File: src/rtl/ray_tri_sched.sv
// ray_tri_sched
// -----------------------------------------------------------------------------
// Schedules one ray-vs-triangle sweep: issues triangle indices 0..N-1 to a
// fetch unit under a valid/ready handshake, caps the number of triangles
// outstanding in the intersection pipeline, and folds the in-order results
// into a closest-hit record (distance + triangle index).
//
// Ports
//   i_clk, i_rstn      clock, synchronous active-low reset
//   i_start            begin a sweep (honoured only in IDLE)
//   i_num_tris         triangle count, sampled on an accepted i_start
//   o_busy             high whenever the scheduler is not IDLE
//   o_idx_valid/o_idx  triangle index offered to the fetch unit
//   i_idx_ready        fetch unit accepts o_idx
//   i_isect_valid      intersection result valid (results return in issue order)
//   i_isect_result     hit flag of the returning triangle
//   i_isect_t          signed 16.16 hit distance of the returning triangle
//   o_done             one-cycle pulse at sweep end
//   o_hit/o_t/o_hit_idx closest-hit record, held until the next sweep starts
//   o_err              sticky flag for results arriving when none are expected
// -----------------------------------------------------------------------------
module ray_tri_sched #(
    parameter int                 IDX_W        = 16,
    parameter int                 MAX_INFLIGHT = 8,
    parameter logic signed [31:0] T_INIT       = 32'sh7fffffff
) (
    input  logic                    i_clk,
    input  logic                    i_rstn,
    input  logic                    i_start,
    input  logic [IDX_W-1:0]        i_num_tris,
    output logic                    o_busy,
    output logic                    o_idx_valid,
    output logic [IDX_W-1:0]        o_idx,
    input  logic                    i_idx_ready,
    input  logic                    i_isect_valid,
    input  logic                    i_isect_result,
    input  logic signed [31:0]      i_isect_t,
    output logic                    o_done,
    output logic                    o_hit,
    output logic signed [31:0]      o_t,
    output logic [IDX_W-1:0]        o_hit_idx,
    output logic                    o_err
);

    // Wide enough to represent every value 0..MAX_INFLIGHT inclusive.
    localparam int INF_W = $clog2(MAX_INFLIGHT + 1);

    typedef enum logic [1:0] {
        IDLE,
        ISSUE,
        DRAIN,
        DONE
    } state_t;

    state_t           state;
    logic [IDX_W-1:0] num_lat;    // triangle count latched at start
    logic [IDX_W-1:0] issue_cnt;  // next index to offer
    logic [IDX_W-1:0] ret_cnt;    // index of the next result to come back
    logic [INF_W-1:0] inflight;   // issued but not yet returned

    logic xfer;
    logic active;
    logic consume;
    logic stray;
    logic closer;

    // Outputs below are plain decodes of registered state; nothing here
    // depends combinationally on an input except the handshake qualifiers.
    always_comb begin
        o_busy      = (state != IDLE);
        o_done      = (state == DONE);
        o_idx       = issue_cnt;
        o_idx_valid = (state == ISSUE) && (inflight < INF_W'(MAX_INFLIGHT));
        xfer        = o_idx_valid && i_idx_ready;
        active      = (state == ISSUE) || (state == DRAIN);
        // A result is only meaningful if something is actually outstanding.
        consume     = i_isect_valid && active && (inflight != '0);
        stray       = i_isect_valid && !consume;
        // Strict signed compare: on equal distance the earlier index wins.
        closer      = consume && i_isect_result && (i_isect_t < o_t);
    end

    // NOTE: every register here is assigned with <= so that all updates in a
    // cycle see the same pre-edge values regardless of statement order.
    always_ff @(posedge i_clk) begin
        if (!i_rstn) begin
            state     <= IDLE;
            num_lat   <= '0;
            issue_cnt <= '0;
            ret_cnt   <= '0;
            inflight  <= '0;
            o_hit     <= 1'b0;
            o_t       <= T_INIT;
            o_hit_idx <= '0;
            o_err     <= 1'b0;
        end else begin
            case (state)
                IDLE: begin
                    if (i_start) begin
                        num_lat   <= i_num_tris;
                        issue_cnt <= '0;
                        ret_cnt   <= '0;
                        o_hit     <= 1'b0;
                        o_t       <= T_INIT;
                        o_hit_idx <= '0;
                        o_err     <= 1'b0;
                        state     <= (i_num_tris == '0) ? DONE : ISSUE;
                    end
                end
                ISSUE: begin
                    if (xfer) begin
                        issue_cnt <= issue_cnt + IDX_W'(1);
                        if (issue_cnt == num_lat - IDX_W'(1)) begin
                            state <= DRAIN;
                        end
                    end
                end
                DRAIN: begin
                    if (ret_cnt == num_lat) begin
                        state <= DONE;
                    end
                end
                DONE: begin
                    state <= IDLE;
                end
                default: begin
                    state <= IDLE;
                end
            endcase

            if (consume) begin
                ret_cnt <= ret_cnt + IDX_W'(1);
                if (closer) begin
                    o_t       <= i_isect_t;
                    o_hit_idx <= ret_cnt;
                    o_hit     <= 1'b1;
                end
            end

            // Simultaneous issue and return leave the count unchanged.
            case ({xfer, consume})
                2'b10:   inflight <= inflight + INF_W'(1);
                2'b01:   inflight <= inflight - INF_W'(1);
                default: inflight <= inflight;
            endcase

            // Placed after the start-of-sweep clear so an unexpected result
            // in the same cycle as i_start is still flagged.
            if (stray) begin
                o_err <= 1'b1;
            end
        end
    end

endmodule
File: config.mk
export PLATFORM = sky130hd
export DESIGN_NAME = ray_tri_sched
export DESIGN_NICKNAME = d
export VERILOG_FILES = /design/src/rtl/ray_tri_sched.sv
export SDC_FILE = /design/constraint.sdc
export NUM_CORES = 1
export LEC_CHECK = 0
export CAP_MARGIN = 10
export CORE_AREA = 2 2 97 169
export DETAILED_ROUTE_END_ITERATION = 6
export DIE_AREA = 0 0 99 171
export GPL_ROUTABILITY_DRIVEN = 0
export PLACE_DENSITY = 0.74
export SLEW_MARGIN = 20
export SYNTH_ARGS = -nofsm -noshare
export SYNTH_HDL_FRONTEND = slang
export SYNTH_SLANG_ARGS = --single-unit
File: constraint.sdc
create_clock -name i_clk -period 4 [get_ports i_clk]
set_input_delay 0.8 -clock i_clk [delete_from_list [all_inputs] [get_ports i_clk]]
set_output_delay 0.8 -clock i_clk [all_outputs]
set_load 0.01 [all_outputs]
==> out/metrics.csv, run 1 <==
stage,metric,value,unit
status,status,completed,
placement,port_buffers,122,
timing,fmax,310,MHz
logic_synthesis,synth_cell_type_count,53,
logic_synthesis,ys.flop_type,dfxtp_1,
grt,grt_usage,0.185,
logic_synthesis,synth_edf_count,0,
power_and_ir_drop,leakagePower,3.69,nW
cts,h-tree-depth,3,
cts,ctsHoldBuffers,0,
drt,drt-initial-drc-count,269,
cts,ctsResizeCount,0,
power_and_ir_drop,ir_drop,0.437,mV
logic_synthesis,synthesis.nets,833,
drt,highest_layer,met4,
setup_path,setup.worst_path.class,register to register,
logic_synthesis,synthTopCellsByArea,"dfxtp_1 34%, mux2i_1 8.8%, ha_1 8.4%",
grt,grt_overflow,0,
grt,grt_pass1_vias,5395,
final_layout,multiInputGateArea,3730,um2
final_layout,fin_nets,945,
timing,min_period,3.23,ns
cts,cts.sinks,104,
timing,hold_viol,0,
timing,fin_setup_tns,0,ns
placement,post-place-ws,0.498,ns
drt,m1WireLength,5950,um
logic_synthesis,synthArstFlopShare,0,
grt,grt_pass1_wl,25500,um
grt,antenna_found_initial,0,
drt,route.met2.wl,8420,um
setup_path,start_kind,register,
cts,cts-root-buf,clkbuf_16,
logic_synthesis,syn_area_per_cell,8.29,um2
logic_synthesis,synth_area,6110,um2
cts,clkTransAtPathRegs,0.07,ns
placement,place_hpwl,11900,um
final_layout,nFillCells,1482,
drt,antenna_left,0,
logic_synthesis,netlist_top_cells_count,"106 x nand2_1, 104 x dfxtp_1, 68 x nor2_1",
die,fp.dieW,99,um
logic_synthesis,ys_ff_latch,104,
final_layout,syn2layout_area_growth,28.1,%
drt,firstDrtPassIters,4,
power_and_ir_drop,cellPowerDensity,371,nW/um2
timing,report.final.slew_viol_count,0,
drt,wl_per_cell,14.9,um
worst_hold_path,min_path_type,register to register,
logic_synthesis,yosysTopAreaCell,dfxtp_1,
setup_path,crit_fanout,6,
logic_synthesis,netlist_instances,737,
timing,rsz0062_at_grt,no,
die,num_io_pins,123,
die,die_area,16900,um2
setup_path,required,4.27,ns
setup_path,cp-end-kind,register,
timing,setup_viol,0,
drt,met3_length,630,um
cts,cts_tree,done,
cts,clock_latency,0.36,ns
run,cap_violations,0,
setup_path,reg2reg_depth,7,
cts,cts_made_buffers,9,
final_layout,drive_above_1_share,0.0492,
drt,drc,0,
die,die_h,171,um
timing,skew,0.0154,ns
timing,tightest_slew,0.641,ns
timing,fin_crit_sh,0.806,
final_layout,seq_area,2080,um2
logic_synthesis,yosysWarnings,0,
drt,drt_wl_total,15500,um
die,core,15600,um2
logic_synthesis,yosysMostFrequentCell,nand2_1,
grt,grt_max_degree,36,
drt,vias,5444,
drt,avgViaCountPerCell,5.22,
cts,post_cts_buffers,0,
final_layout,diodes,0,
setup_path,r2r_slack,0.77,ns
cts,clockBufferDepth,2,
setup_path,cp.arrival,3.50,ns
timing,relSlewSlack,0.569,
worst_hold_path,holdPathStages,2,
die,rows,61,
die,start_util,0.391,
logic_synthesis,yosysSeqAreaShare,0.341,
timing,setup_ws,0.774,ns
logic_synthesis,yosys.area.top_type_share,0.341,
-- placed cells by master, fill, tap and decap left out, types with 3 or more instances in the layout --
master / instances
and4_1: 4
nor4_1: 12
a21boi_0: 22
or4_4: 3
clkdlybuf4s50_1: 121
inv_1: 40
nand3_1: 18
ha_1: 41
o21ai_0: 21
and3_1: 13
nor3_1: 6
nand2_1: 106
nor2_1: 68
or3_1: 7
a21o_1: 7
buf_4: 12
nand4_1: 9
o211ai_1: 7
a21oi_1: 22
and2_1: 13
xnor2_1: 18
clkinv_4: 3
o21a_1: 3
mux2i_1: 54
xor2_1: 34
dfxtp_1: 104
nor2b_1: 36
a2111oi_0: 3
clkbuf_16: 9
-- metal layers --
layer	vias up	GRT usage
li1	2735	-
met1	2536	0.196
met2	140	0.355
met3	33	0.0302
met4	0	0.0762
met5	-	0
-- cell type report --
type,count,area share
flip-flops and latches,104,0.266
multi-input cells,559,0.477
inverters,41,0.0197
clock inverters,6,0.00975
repair buffers,134,0.167
clock buffers,10,0.0305
well taps,189,0.0302
-- kinds of logic (layout without fill, tap and decap cells) --
family,count (synthesis),count (layout),synth area share
flip-flops,104,104,0.341
AO/OA/AOI/OAI,99,99,0.107
adder cells (fa/ha/maj),42,42,0.0872
multiplexers,54,54,0.0884
AND/OR/NAND/NOR,312,312,0.253
XOR/XNOR,52,52,0.0745
buffers and inverters,74,191,0.0483
-- where the power goes --
group / leakage, nW / switching (mW) / total, mW / internal (mW)
logic: 2.69 / 0.436 / 0.803 / 0.367
clock network: 0.155 / 0.429 / 0.942 / 0.513
registers: 0.842 / 0.0752 / 1.16 / 1.08
-- stage by stage --
stage	util	total power [mW]	hold slack (ns)	instance area [um2]	instances
after floorplan	-	1.71	0.471	6110	737
after global placement	0.480	1.97	0.443	7510	1027
after detailed placement	0.480	1.99	0.451	7510	1027
after CTS	0.500	2.93	0.460	7830	1043
after global routing	0.500	3.06	0.480	7830	1043
final	0.500	2.90	0.455	7830	1043
-- final timing paths --
kind                             endpoint                     from
setup / recovery    state[0]$_SDFFE_PN0P_  num_lat[0]$_SDFFE_PN0P_
hold / removal    o_hit_idx[6]$_SDFF_PN0_  o_hit_idx[6]$_SDFF_PN0_
setup reg to reg    state[0]$_SDFFE_PN0P_  num_lat[0]$_SDFFE_PN0P_
hold reg to reg   o_hit_idx[6]$_SDFF_PN0_  o_hit_idx[6]$_SDFF_PN0_
-- worst max-delay path, stage by stage (launching register included) --
cell and delay (ns):
dfxtp_1 0.38, or4_4 0.61, or3_4 0.41, or4_4 0.53, a221oi_2 0.34, nand3_1 0.12, or4b_4 0.55, o211ai_1 0.20
-- sequential cells by signal (all words and copies together) (netlist names) --
name and cells:
o_hit_idx 16, o_t 32, ret_cnt 16, num_lat 16, o_idx 16, o_err 1
inflight 4, o_hit 1, state 2
Power figures use the tool's default switching activity.
==> run 2, diff against run 1 <==
clock period = 3.3 ns   (was 4 ns; I/O delays follow)
==> run 2 against run 1 <==
  * Sequential cell count unchanged
  * Cell count up 0.86%
  * Via count about the same
  * Count of clock-buffer cells in the layout unchanged
  * Die area unchanged
  * Hold slack better by 0.0029 ns
  * Largest cell class unchanged
  * Largest power group unchanged
==> out/metrics.csv, run 2 (synthesis gave the netlist of run 1 again) <==
stage,metric,value,unit,change
cts,cts_made_buffers,9,,unchanged
grt,antenna_found_initial,0,,unchanged
power_and_ir_drop,cellPowerDensity,438,nW/um2,+18%
cts,post_cts_buffers,0,,unchanged
power_and_ir_drop,ir_drop,0.359,mV,-18%
die,start_util,0.391,,unchanged
timing,skew,0.0101,ns,-0.00527 ns
cts,ctsHoldBuffers,0,,unchanged
final_layout,fin_nets,954,,+0.95%
timing,tightest_slew,0.628,ns,-0.0129 ns
worst_hold_path,min_from,o_hit_idx[6]$_SDFF_PN0_,,
drt,drc,0,,unchanged
die,fp.dieW,99,um,unchanged
grt,grt_max_degree,37,,+2.8%
run,cap_violations,0,,unchanged
setup_path,cp.arrival,3.39,ns,-0.11 ns
placement,dp_cells,1036,,+0.88%
cts,clockBufferDepth,2,,unchanged
timing,fin_crit_sh,0.948,,+0.141
status,status,completed,,
setup_path,cp-end-kind,register,,
drt,wl_per_cell,14.9,um,+0.59%
final_layout,final_cell_mix,"121 x clkdlybuf4s50_1, 106 x nand2_1, 104 x dfxtp_1",,
final_layout,syn2layout_area_growth,28.9,%,
setup_path,setup.worst_path.class,register to register,,
timing,rsz0062_at_grt,no,,
timing,report.final.slew_viol_count,0,,unchanged
cts,cts.sinks,104,,unchanged
cts,cts-root-buf,clkbuf_16,,
drt,avgViaCountPerCell,5.17,,-0.91%
drt,vias,5441,,-0.055%
cts,cts_tree,done,,
setup_path,required,3.56,ns,-0.71 ns
drt,drt_wl_total,15700,um,+1.5%
die,die_h,171,um,unchanged
cts,clkTransAtPathRegs,0.07,ns,about the same
die,core,15600,um2,unchanged
final_layout,layout.cells.most_common,clkdlybuf4s50_1,,
die,rows,61,,unchanged
die,die_area,16900,um2,unchanged
final_layout,diodes,0,,unchanged
setup_path,r2r-start,num_lat[0]$_SDFFE_PN0P_,,
final_layout,final_cells,1052,,+0.86%
setup_path,startpoint,num_lat[0]$_SDFFE_PN0P_,,
setup_path,crit_fanout,5,,-1
timing,min_period,3.13,ns,-0.0983 ns
timing,hold_viol,0,,unchanged
final_layout,largest_register,o_t,,
cts,clock_latency,0.35,ns,about the same
grt,grt_pass1_vias,5369,,-0.48%
final_layout,largest_register_ffs,32,,unchanged
timing,fmax,320,MHz,+3.1%
final_layout,drive_above_1_share,0.0591,,+0.00992
timing,setup_viol,0,,unchanged
power_and_ir_drop,leakagePower,3.72,nW,+0.93%
timing,relSlewSlack,0.582,,+0.0126
cts,ctsResizeCount,0,,unchanged
drt,drt-initial-drc-count,216,,-20%
placement,port_buffers,122,,unchanged
power_and_ir_drop,total_power,3.45,mW,+19%
setup_path,start_kind,register,,
die,num_io_pins,123,,unchanged
grt,grt_pass1_wl,25400,um,-0.54%
grt,grt_overflow,0,,unchanged
grt,grt_usage,0.185,,+0.000263
drt,firstDrtPassIters,4,,unchanged
drt,antenna_left,0,,unchanged
placement,place_hpwl,12100,um,+1.8%
cts,h-tree-depth,3,,unchanged
worst_hold_path,min_path_type,register to register,,
run 2: area by class of cell:
class                      count  area, um2
clock inverter                 6       50.0
inverter                      41        154
fill                        1465       7770
tap                          189        236
clock buffer                  10        229
multi-input combinational    559       3740
sequential                   104       2080
timing repair buffer         143       1390
run 2: worst paths after layout:
kind	endpoint	slack, ns	depth (start not counted)
setup / recovery	state[0]$_SDFFE_PN0P_	0.17	10
hold / removal	o_hit_idx[6]$_SDFF_PN0_	0.46	2
setup reg to reg	state[0]$_SDFFE_PN0P_	0.17	10
hold reg to reg	o_hit_idx[6]$_SDFF_PN0_	0.46	2
run 2: stage by stage:
step	utilization	hold WS (ns)	area, um2	setup TNS [ns]	worst slack [ns]
2_1_floorplan	-	0.471	6110	0	0.260
3_3_place_gp	0.485	0.445	7590	0	0.0611
3_5_place_dp	0.485	0.452	7590	-0.184	-0.0342
4_1_cts	0.503	0.461	7870	0	0.150
5_1_grt	0.504	0.493	7880	0	0.00351
6_report	0.504	0.458	7880	0	0.173
run 2: power breakdown:
part / total [mW] / internal [mW] / leakage [nW] / switching [mW]
clock network: 1.03 / 0.524 / 0.135 / 0.505
registers: 1.39 / 1.31 / 0.842 / 0.0752
logic: 1.03 / 0.466 / 2.74 / 0.566
total: 3.45 / 2.30 / 3.72 / 1.15
run 2: worst max-delay path, cell delays in order, from the launching register on:
cell and delay [ns]:
dfxtp_1 0.32, buf_4 0.16, inv_1 0.05, ha_1 0.24, or4b_2 0.69, nor4_1 0.36
xnor2_1 0.16, nor3_1 0.21, nand3_1 0.11, or4b_4 0.54, o211ai_1 0.20
run 2: layer usage:
metal  part of all wire  track usage  up-vias
met3              0.040       0.0257       25
met1               0.39        0.198     2537
met5                  0            0        -
li1                   -            -     2755
met2               0.54        0.357      124
met4              0.023       0.0762        0
